File: src/rtl/ex_muldiv.sv
// Iterative MIPS-style HI/LO multiply/divide unit (MULT, MULTU, DIV, DIVU, MTHI, MTLO).
// Latency: start to done = 34 cycles (1 latch, 32 iterations, 1 sign fix-up).
// Backpressure: stall holds the pipeline while busy; start while busy is ignored.
module ex_muldiv (
    input  logic        clk,
    input  logic        reset,
    input  logic        start,
    input  logic [1:0]  op,
    input  logic [31:0] rs_val,
    input  logic [31:0] rt_val,
    input  logic        hi_we,
    input  logic        lo_we,
    input  logic [31:0] wdata,
    output logic [31:0] hi,
    output logic [31:0] lo,
    output logic        busy,
    output logic        stall,
    output logic        done
);

    typedef enum logic [1:0] {S_IDLE, S_RUN, S_FIX} state_t;

    state_t      state_q, state_d;
    logic [5:0]  cnt_q, cnt_d;
    logic [1:0]  op_q, op_d;
    logic        sa_q, sa_d;     // operand A was negative (signed ops only)
    logic        sb_q, sb_d;     // operand B was negative (signed ops only)
    logic [31:0] a_q, a_d;       // |multiplicand|
    logic [31:0] b_q, b_d;       // |multiplier| or |divisor|
    logic [63:0] acc_q, acc_d;   // product accumulator; quotient/dividend in [31:0] for divide
    logic [31:0] rem_q, rem_d;   // partial remainder
    logic [31:0] hi_q, hi_d;
    logic [31:0] lo_q, lo_d;
    logic        done_q, done_d;

    logic        is_signed;
    logic [32:0] rem_sh;
    logic [32:0] msum;
    logic [63:0] prod;
    logic [31:0] quo_fix;
    logic [31:0] rem_fix;

    // Next-state logic: operand capture, one iteration per RUN cycle, sign fix-up in FIX
    always_comb begin
        state_d   = state_q;
        cnt_d     = cnt_q;
        op_d      = op_q;
        sa_d      = sa_q;
        sb_d      = sb_q;
        a_d       = a_q;
        b_d       = b_q;
        acc_d     = acc_q;
        rem_d     = rem_q;
        hi_d      = hi_q;
        lo_d      = lo_q;
        done_d    = 1'b0;
        is_signed = ~op[0];
        rem_sh    = {rem_q, acc_q[31]};
        msum      = {1'b0, acc_q[63:32]} + (acc_q[0] ? {1'b0, a_q} : 33'd0);
        prod      = (sa_q ^ sb_q) ? (64'd0 - acc_q) : acc_q;
        quo_fix   = (sa_q ^ sb_q) ? (32'd0 - acc_q[31:0]) : acc_q[31:0];
        rem_fix   = sa_q ? (32'd0 - rem_q) : rem_q;

        case (state_q)
            S_IDLE: begin
                if (start) begin
                    op_d    = op;
                    sa_d    = is_signed & rs_val[31];
                    sb_d    = is_signed & rt_val[31];
                    a_d     = (is_signed & rs_val[31]) ? (32'd0 - rs_val) : rs_val;
                    b_d     = (is_signed & rt_val[31]) ? (32'd0 - rt_val) : rt_val;
                    cnt_d   = 6'd0;
                    rem_d   = 32'd0;
                    // Divide shifts the dividend out of acc[31:0]; multiply shifts the multiplier out
                    acc_d   = {32'd0, op[1] ? a_d : b_d};
                    state_d = S_RUN;
                end else begin
                    if (hi_we) hi_d = wdata;
                    if (lo_we) lo_d = wdata;
                end
            end
            S_RUN: begin
                cnt_d = cnt_q + 6'd1;
                if (op_q[1]) begin
                    // Restoring step; the kept remainder is always below the divisor so 32 bits suffice
                    if (rem_sh >= {1'b0, b_q}) begin
                        rem_d        = rem_sh[31:0] - b_q;
                        acc_d[31:0]  = {acc_q[30:0], 1'b1};
                    end else begin
                        rem_d        = rem_sh[31:0];
                        acc_d[31:0]  = {acc_q[30:0], 1'b0};
                    end
                end else begin
                    acc_d = {msum, acc_q[31:1]};
                end
                if (cnt_q == 6'd31) state_d = S_FIX;
            end
            S_FIX: begin
                if (op_q[1]) begin
                    // Zero divisor leaves quotient all ones and remainder = |A|, so hi restores rs_val
                    lo_d = (b_q == 32'd0) ? 32'hFFFF_FFFF : quo_fix;
                    hi_d = rem_fix;
                end else begin
                    hi_d = prod[63:32];
                    lo_d = prod[31:0];
                end
                done_d  = 1'b1;
                state_d = S_IDLE;
            end
            default: state_d = S_IDLE;
        endcase
    end

    // State registers with synchronous reset taking priority over all requests
    always_ff @(posedge clk) begin
        if (reset) begin
            state_q <= S_IDLE;
            cnt_q   <= 6'd0;
            op_q    <= 2'd0;
            sa_q    <= 1'b0;
            sb_q    <= 1'b0;
            a_q     <= 32'd0;
            b_q     <= 32'd0;
            acc_q   <= 64'd0;
            rem_q   <= 32'd0;
            hi_q    <= 32'd0;
            lo_q    <= 32'd0;
            done_q  <= 1'b0;
        end else begin
            state_q <= state_d;
            cnt_q   <= cnt_d;
            op_q    <= op_d;
            sa_q    <= sa_d;
            sb_q    <= sb_d;
            a_q     <= a_d;
            b_q     <= b_d;
            acc_q   <= acc_d;
            rem_q   <= rem_d;
            hi_q    <= hi_d;
            lo_q    <= lo_d;
            done_q  <= done_d;
        end
    end

    // Outputs: stall also covers the accepting cycle so ID/EX holds the operands at T0
    always_comb begin
        hi    = hi_q;
        lo    = lo_q;
        done  = done_q;
        busy  = (state_q != S_IDLE);
        stall = (state_q != S_IDLE) | (start & (state_q == S_IDLE));
    end

endmodule

File: config.mk
export PLATFORM = sky130hd
export DESIGN_NAME = ex_muldiv
export DESIGN_NICKNAME = d
export VERILOG_FILES = /design/src/rtl/ex_muldiv.sv
export SDC_FILE = /design/constraint.sdc
export NUM_CORES = 1
export LEC_CHECK = 0
export BUFFER_PORTS_ARGS = -buffer_cell sky130_fd_sc_hd__buf_2
export CAP_MARGIN = 20
export CORE_AREA = 2 2 191 230
export CTS_CLUSTER_SIZE = 28
export DETAILED_ROUTE_END_ITERATION = 12
export DIE_AREA = 0 0 193 232
export HOLD_SLACK_MARGIN = 0.02
export PLACE_DENSITY_LB_ADDON = 0.08
export SYNTH_ARGS = -nofsm -noshare
export SYNTH_HDL_FRONTEND = slang
export SYNTH_SLANG_ARGS = --single-unit
File: constraint.sdc
create_clock -name clk -period 6 [get_ports clk]
set_clock_uncertainty 0.05 [all_clocks]
set_input_delay 0.9 -clock clk [delete_from_list [all_inputs] [get_ports clk]]
set_output_delay 0.9 -clock clk [all_outputs]
set_load 0.05 [all_outputs]
## Yosys cells after proc, flatten, opt, wreduce, memory -nomap -nowiden

Cells that the tools add are included.

| cells by class | value |
|---|---|
| $add $sub $neg | 8 |
| order comparisons | 1 |
| equal/unequal tests | 10 |
| multiplexer cells | 31 |
| bitwise logic cells | 6 |
| reduce and logical (&&, ||, !) cells | 12 |

Operators by type and width:

| kind | count |
|---|---|
| $mux 32 | 18 |
| $pmux 32 s2 | 3 |
| $mux 64 | 2 |
| $pmux 64 s2 | 1 |
| $sub 1x32->32 const A | 4 |
| $sub 1x64->64 const A | 1 |
| $add 32x32->33 | 1 |
| $ge 33x32->1 | 1 |
| $logic_not 32->1 | 1 |
| $sub 32x32->32 | 1 |
| $ne 2x2->1 const B | 7 |
| $pmux 6 s2 | 1 |
| $reduce_and 3->1 | 4 |
| $add 6x1->6 const B | 1 |
| $eq 6x5->1 const B | 1 |
| $mux 6 | 1 |
| $reduce_and 2->1 | 3 |
| $reduce_bool 2->1 | 3 |
| $mux 2 | 2 |
| $pmux 2 s2 | 1 |
| $and 1x1->1 | 3 |
| $eq 2x1->1 const B | 1 |
| $eq 2x2->1 const B | 1 |
| $logic_not 2->1 | 1 |
| 4 further kinds | 5 |

| word-level totals | value |
|---|---|
| flip-flop bits (word level) | 237 |
| input bits | 103 |
| output and inout bits | 67 |
| word-level logic and storage cells | 81 |

## Longest topological paths before layout

Gate-level depths: netlist (run 1).

| depth | value |
|---|---|
| depth after elaboration | 6 |
| depth in mapped cells | 14 |
| mapped depth without buffers | 13 |

## Least setup slack after synthesis (run 1)

OpenSTA, ideal clock, no wires.

| timing | value |
|---|---|
| path type | register to register |
| from | reg acc_q[0] |
| to | reg acc_q[61] |
| library setup time | 0.127 ns |
| arrival | 3.088 ns |
| required time | 5.823 ns |
| slack | 2.735 ns |
| cell stages (with the launch flop) | 14 |
| buffers on the path | 2 |
| period minus slack after synthesis | 3.265 ns |
| path through | dfxtp_1 > clkbuf_1 > clkbuf_1 > and2_1 > ha_1 > o211ai_1 > nor2_1 > or3_1 > a41oi_1 > o21ai_1 > a31o_2 > a41o_1 > and3_1 > or3_1 |

| between the ends | value |
|---|---|
| longest elaborated chain between the ends | 4 |

RTL lines:

| item | line | RTL |
|---|---|---|
| start: declaration | 30 | `logic [63:0] acc_q, acc_d;` |
| start signal: assignment | 124 | `acc_q <= 64'd0;` |
| start signal: assignment | 137 | `acc_q <= acc_d;` |
| $mux 32 | 59 | `msum = {1'b0, acc_q[63:32]} + (acc_q[0] ? {1'b0, a_q} : 33'd0);` |
| $add 32x32->33 | 59 |  |
| $mux 32 | 84 | `if (op_q[1]) begin` |
| $pmux 64 s2 | 64 | `case (state_q)` |

No other way between the ends. The select of a mux whose other input is x is not followed.
A chain may end at the register's enable or synchronous reset.

## Final worst setup path (run 1)

Same ends and word-level chain as after synthesis.

==> out/results.ini, run 1 <==
[run_status]
status = completed

[critical_path]
path_buf_inv = 2
start_kind = flop
crit_chain = buf_4 > and2_1 > ha_1 > inv_1 > fa_1 > nor2b_1 > o31a_1 > o31a_1 > o21ai_1 > o21ai_1 > a31o_2 > a41o_1 > nor2_1 > or3_1
crit_cells = 14
rr_worst_depth = 14
slowest_delay_ns = 0.54
cp.arrival_ns = 4.17
cp_slowest_cell = dfxtp_1
cp_max_fo = 32
r2r_start = acc_q[0]$_SDFFE_PP0P_
cp_top_family = compound AO/OA/AOI/OAI gates
ff2ff_setup_slack_ns = 2.24
worstSetupPathType = flop to flop
rr_endpoint = acc_q[61]$_SDFFE_PP0P_
critPathRequiredTime_ns = 6.41
crit_path_end_kind = flop

[cts]
post_cts_resized = 0
clk_path_buf_depth = 3
path_clk_slew_ns = 0.07
cts_root_buf = clkbuf_16
clock_latency_ns = 0.57
cts_buffers = 29
cts_tree = done
cts_hold_buf = 0
clock_sinks = 236
cts_setup_buffers = 0
cts_max_level = 1

[drt]
wirelength_um = 65430
routed-via-count = 16840
antenna_left = 0
first_pass_iters = 5
drt_iter0_markers = 1288
drc = 0
vias_per_cell = 5.897
wl_per_cell_um = 22.91

[logic_synthesis]
ys_warn_count = 0
yosysSeqAreaShare_pct = 28.07
syn_area_per_cell_sq_um = 7.638
synth-edff-count = 0
syn-num-nets = 2378
netlist_area_sq_um = 16830
syn_inst = 2204
ys_types = 80
yosys_register_bits = 236
post-synth-top-count-cell = dfxtp_1
synth_top_area_share_pct = 28.07
synthArstFlopShare_pct = 0
netlist_top_cells_count = 236 x dfxtp_1, 211 x nand2_1, 209 x nor2_1, 179 x a21oi_1, 131 x o21ai_0
synth_top_area_cell = dfxtp_1
synth_ff_type = dfxtp_1
yosys-top-cells-area = dfxtp_1 28%, xnor2_1 5.8%, a21oi_1 5.3%, ha_1 5.1%, a211oi_1 4.7%

[floorplanning]
ioPinCount = 170
fp.dieH_um = 232
core_area_sq_um = 42580
std_cell_rows = 83
initial_utilization_pct = 39.54
die-area_sq_um = 44780
die_w_um = 193

[power_and_ir_drop]
p_leak_nw = 7.725
p_clk_share_pct = 41.8
seqPwrFrac_pct = 37.3
netSwitchingFraction_pct = 32.45
p_int_w = 0.003237
power.total_w = 0.004791
ir_drop_mv = 0.2105
combPwrFrac_pct = 21.0
power.density_nw_per_um2 = 250.5
net-switching-power_w = 0.001555

[place]
hpwlAfterDp_um = 50240
port_buffers = 169
gp_congestion = 0.9164

[global_route]
grt_pass1_vias = 15820
grt_max_degree = 153
track_usage_pct = 28.47
grt_pass1_wl_um = 96990
grt_antenna_before_repair = 0
overflow = 0

[timing]
rsz0062_at_grt = false
fmax_mhz = 265.8
max-slew-margin-rel_pct = 29.69
setup_tns_ns = 0
tightest_slew_ns = 1.051
hold_slack_ns = 0.3967
hold_viol_final = 0
finalCritPeriodShare_pct = 62.71
finalSetupViolCount = 0
maxSlewViolCount = 0
min_period_ns = 3.763

[cells_and_area]
fill_cells = 4397
final_nets = 2456
syn2layout_area_growth_pct = 13.64
num_antenna_cells = 0
drive_above_1_share_pct = 12.33

[flow_run]
drv_cap = 0

[min_path]
hold-path-endpoint = lo[15]$_SDFFE_PP0P_
worstHoldPathCells = 2
min_from = lo[15]$_SDFFE_PP0P_
hold_path_class = flop to flop

==> worst min-delay path, cell delays in order, from the launching register on <==
cell and delay (ns):
dfxtp_1 0.30, nand2_1 0.05, a21oi_1 0.05
==> stage by stage <==
step                setup WS, ns  area (sq um)  std cells  util [%]
floorplan                  2.735         16830       2204         -
global placement           2.328         18020       2798     42.32
detailed placement         2.269         18020       2798     42.32
CTS                        2.263         19090       2851     44.84
global route               1.891         19130       2856     44.93
finish                     2.237         19130       2856     44.93
==> metal layers <==
metal  wire length, um  GRT usage (%)
met1             28830          37.88
met2             30290          46.99
met3              3849          3.506
met4              2454          10.44
met5                 0              0
==> worst max-delay path by stage <==
stage / start / to / slack, ns
5_1_grt: acc_q[0]$_SDFFE_PP0P_ / acc_q[61]$_SDFFE_PP0P_ / 1.89
2_1_floorplan: acc_q[0]$_SDFFE_PP0P_ / acc_q[61]$_SDFFE_PP0P_ / 2.74
3_3_place_gp: acc_q[0]$_SDFFE_PP0P_ / acc_q[61]$_SDFFE_PP0P_ / 2.33
4_1_cts: acc_q[0]$_SDFFE_PP0P_ / acc_q[61]$_SDFFE_PP0P_ / 2.26
6_report: acc_q[0]$_SDFFE_PP0P_ / acc_q[61]$_SDFFE_PP0P_ / 2.24
3_5_place_dp: acc_q[0]$_SDFFE_PP0P_ / acc_q[61]$_SDFFE_PP0P_ / 2.27
==> sequential cells by signal, indices dropped and copies added, names as in the netlist <==
signal   cells
sb_q         1
hi          32
lo          32
op_q         1
sa_q         1
state_q      2
b_q         32
cnt_q        6
done         1
acc_q       64
a_q         32
rem_q       32
==> cell families (layout without fill, tap and decap cells) <==
group	count (synthesis)	after routing	synth area share, %
AOI/OAI and AO/OA	674	674	26.10
xor gates and xnor gates	191	191	9.938
adders and majority gates	71	71	5.366
buffers and inverters	214	314	4.913
DFF	236	236	28.07
muxes	72	72	4.304
and+or+nand+nor	746	746	21.31
==> cells in the final DEF (no fill, tap or decap), drive strengths merged, types with 8 or more instances in the layout <==
cell type / count
dfxtp: 236
nand2: 212
nor2: 209
buf: 195
a21oi: 179
o21ai: 141
xnor2: 111
a211oi: 106
xor2: 80
mux2i: 69
ha: 69
inv: 64
nor3: 60
and2: 48
nand3: 45
clkbuf: 35
nor4: 34
a21o: 33
o31ai: 30
o221ai: 25
or3: 24
nand2b: 21
a31oi: 21
a22oi: 20
and3: 19
nor2b: 18
o41ai: 18
o21a: 16
o22ai: 14
nand4: 13
a311oi: 12
or4: 11
or2: 11
o211ai: 10
a221oi: 9
nor3b: 8
clkinv: 8
==> final cells by class <==
type	count	area, sq um	share of cell area (%)
Timing Repair Buffer	196	1067	5.579
Clock buffer	34	784.5	4.101
Clock inverter	19	290.3	1.517
Multi-Input combinational cell	1754	11330	59.21
Inverter	65	244.0	1.275
Tap cell	552	690.7	3.610
Sequential cell	236	4726	24.70
==> power by group through the flow <==
stage | registers (W) | logic [W] | clock network (W)
final | 0.00179 | 0.00100 | 0.00200
after global placement | 0.00182 | 0.000989 | 0
after CTS | 0.00178 | 0.000995 | 0.00203
after floorplan | 0.00182 | 0.000639 | 0
after global routing | 0.00180 | 0.00109 | 0.00209
after detailed placement | 0.00182 | 0.000990 | 0
(Power assumes the default switching activity.)
==> inputs of run 2 (changes only) <==
==> constraint.sdc (replaced) <==
create_clock -name clk -period 3.44 [get_ports clk]
set_clock_uncertainty 0.05 [all_clocks]
set_input_delay 0.516 -clock clk [delete_from_list [all_inputs] [get_ports clk]]
set_output_delay 0.516 -clock clk [all_outputs]
set_load 0.05 [all_outputs]
==> run 2 against run 1 <==
Effect of this change:
- flip-flop and latch count stayed put
- first-iteration DRC count up 5.4%
- count of clock-buffer cells in the layout increased by 4
- final area is 3.7% higher
- sequential share of layout area down 0.87 points
- critical path depth shrank 2
- register-to-register slack lost 2.1 ns
- combinational power grew 93%
- utilization rose by 1.6 points
- power grew 69%
- maximum frequency is 15% higher
- non-clock buffer count is 98 higher
- critical path type unchanged
- critical endpoint is now lo[16]$_SDFFE_PP0P_
- highest routed layer unchanged
==> out/results.ini, run 2 (same netlist as run 1, synthesis figures left out) <==
[run_status]
status = completed

[cells_and_area]
syn2layout_area_growth_pct = 17.79
num_antenna_cells = 0
fill_cells = 4325
multi_input_area_sq_um = 11360
final_cell_mix = 234 x dfxtp_1, 211 x nand2_1, 206 x nor2_1
final_nets = 2553
regMostFlops = acc_q
drive_above_1_share_pct = 15.88
seqCellArea_sq_um = 4727
largest_register_ffs = 64
final_common_cell = dfxtp_1

[global_route]
grt_pass1_vias = 16330
grt_antenna_before_repair = 0
track_usage_pct = 29.51
overflow = 0
grt_max_degree = 85
grt_pass1_wl_um = 101100

[power_and_ir_drop]
ir_drop_mv = 0.3075
net-switching-power_w = 0.002724
combPwrFrac_pct = 23.9
p_leak_nw = 8.195
netSwitchingFraction_pct = 33.63
seqPwrFrac_pct = 37.7
p_clk_share_pct = 38.4
power.density_nw_per_um2 = 408.4
p_int_w = 0.005375

[timing]
fmax_mhz = 305.5
finalCritPeriodShare_pct = 95.16
maxSlewViolCount = 0
setup_tns_ns = 0
min_period_ns = 3.274
rsz0062_at_grt = false
finalSetupViolCount = 0
hold_slack_ns = 0.2000
tightest_slew_ns = 0.8421
max-slew-margin-rel_pct = 43.48
hold_viol_final = 0

[cts]
cts_max_level = 1
cts_buffers = 28
path_clk_slew_ns = 0.06
clock_sinks = 236
cts_root_buf = clkbuf_16
cts_tree = done
clock_latency_ns = 0.57
clk_path_buf_depth = 3

[floorplanning]
die_w_um = 193
die-area_sq_um = 44780
core_area_sq_um = 42580
std_cell_rows = 83
initial_utilization_pct = 39.54
ioPinCount = 170
fp.dieH_um = 232

[drt]
drc = 0
drt_iter0_markers = 1358
wirelength_um = 67290
antenna_left = 0
routed-via-count = 17370
wl_per_cell_um = 22.80
vias_per_cell = 5.886
first_pass_iters = 5

[flow_run]
drv_cap = 0

[critical_path]
crit_path_end_kind = flop
start_kind = flop
cp.arrival_ns = 3.67
cp_max_fo = 9
worstSetupPathType = flop to flop
critPathRequiredTime_ns = 3.84
ff2ff_setup_slack_ns = 0.17

[place]
gp_congestion = 0.9296
port_buffers = 169
hpwlAfterDp_um = 53320

[min_path]
hold_path_class = input port to flop

-- run 2: through the flow --
stage	utilization [%]	std cells	power, W	area (sq um)	worst slack (ns)
6_report	46.57	2951	0.008098	19830	0.1663
3_5_place_dp	44.26	2900	0.005006	18850	0.1150
4_1_cts	46.48	2950	0.008094	19790	0.08899
5_1_grt	46.57	2951	0.008393	19830	0.007680
3_3_place_gp	44.26	2900	0.005000	18850	0.1045
2_1_floorplan	-	2204	0.004288	16830	0.1751
-- run 2: worst paths after layout --
| check | start | endpoint | cells past startpoint |
|---|---|---|---|
| setup / recovery | acc_q[0]$_SDFFE_PP0P_ | lo[16]$_SDFFE_PP0P_ | 12 |
| hold / removal | wdata[28] | lo[28]$_SDFFE_PP0P_ | 3 |
| setup reg to reg | acc_q[0]$_SDFFE_PP0P_ | lo[16]$_SDFFE_PP0P_ | 12 |
| hold reg to reg | lo[13]$_SDFFE_PP0P_ | lo[13]$_SDFFE_PP0P_ | 2 |
-- run 2: worst max-delay path: stages (launching register included) --
cell	delay, ns
dfxtp_2	0.39
buf_4	0.19
inv_1	0.07
ha_1	0.19
or4b_4	0.49
or3b_1	0.43
or2_0	0.35
o31ai_1	0.28
xnor2_1	0.14
nor3_1	0.28
nor2_1	0.11
a21oi_1	0.13
nor2_1	0.05
-- run 2: what timing repair did --
item,CTS,global route
buffers inserted,0,1
endpoints found under the setup margin,0,12
hold buffers,0,0
gates resized for setup,0,7
-- run 2: routing by layer --
layer	routed length, um	track usage, %	vias up
met1	28850	38.97	8240
met4	2705	11.08	0
met3	4080	2.917	122
li1	-	-	8369
met2	31650	49.46	640
met5	0	0	-
-- run 2: power groups by stage --
stage / logic, W / registers, W / clock network, W
6_report: 0.00193 / 0.00305 / 0.00311
3_5_place_dp: 0.00189 / 0.00311 / 0
5_1_grt: 0.00208 / 0.00307 / 0.00325
2_1_floorplan: 0.00111 / 0.00317 / 0
4_1_cts: 0.00190 / 0.00305 / 0.00314
3_3_place_gp: 0.00189 / 0.00311 / 0
-- run 2: layout make-up --
| cell class | count | area share (%) |
|---|---|---|
| Timing Repair Buffer | 294 | 9.408 |
| Clock buffer | 38 | 4.133 |
| Clock inverter | 12 | 0.6247 |
| Sequential cell | 236 | 23.84 |
| Multi-Input combinational cell | 1754 | 57.28 |
| Inverter | 65 | 1.230 |
| Tap cell | 552 | 3.483 |
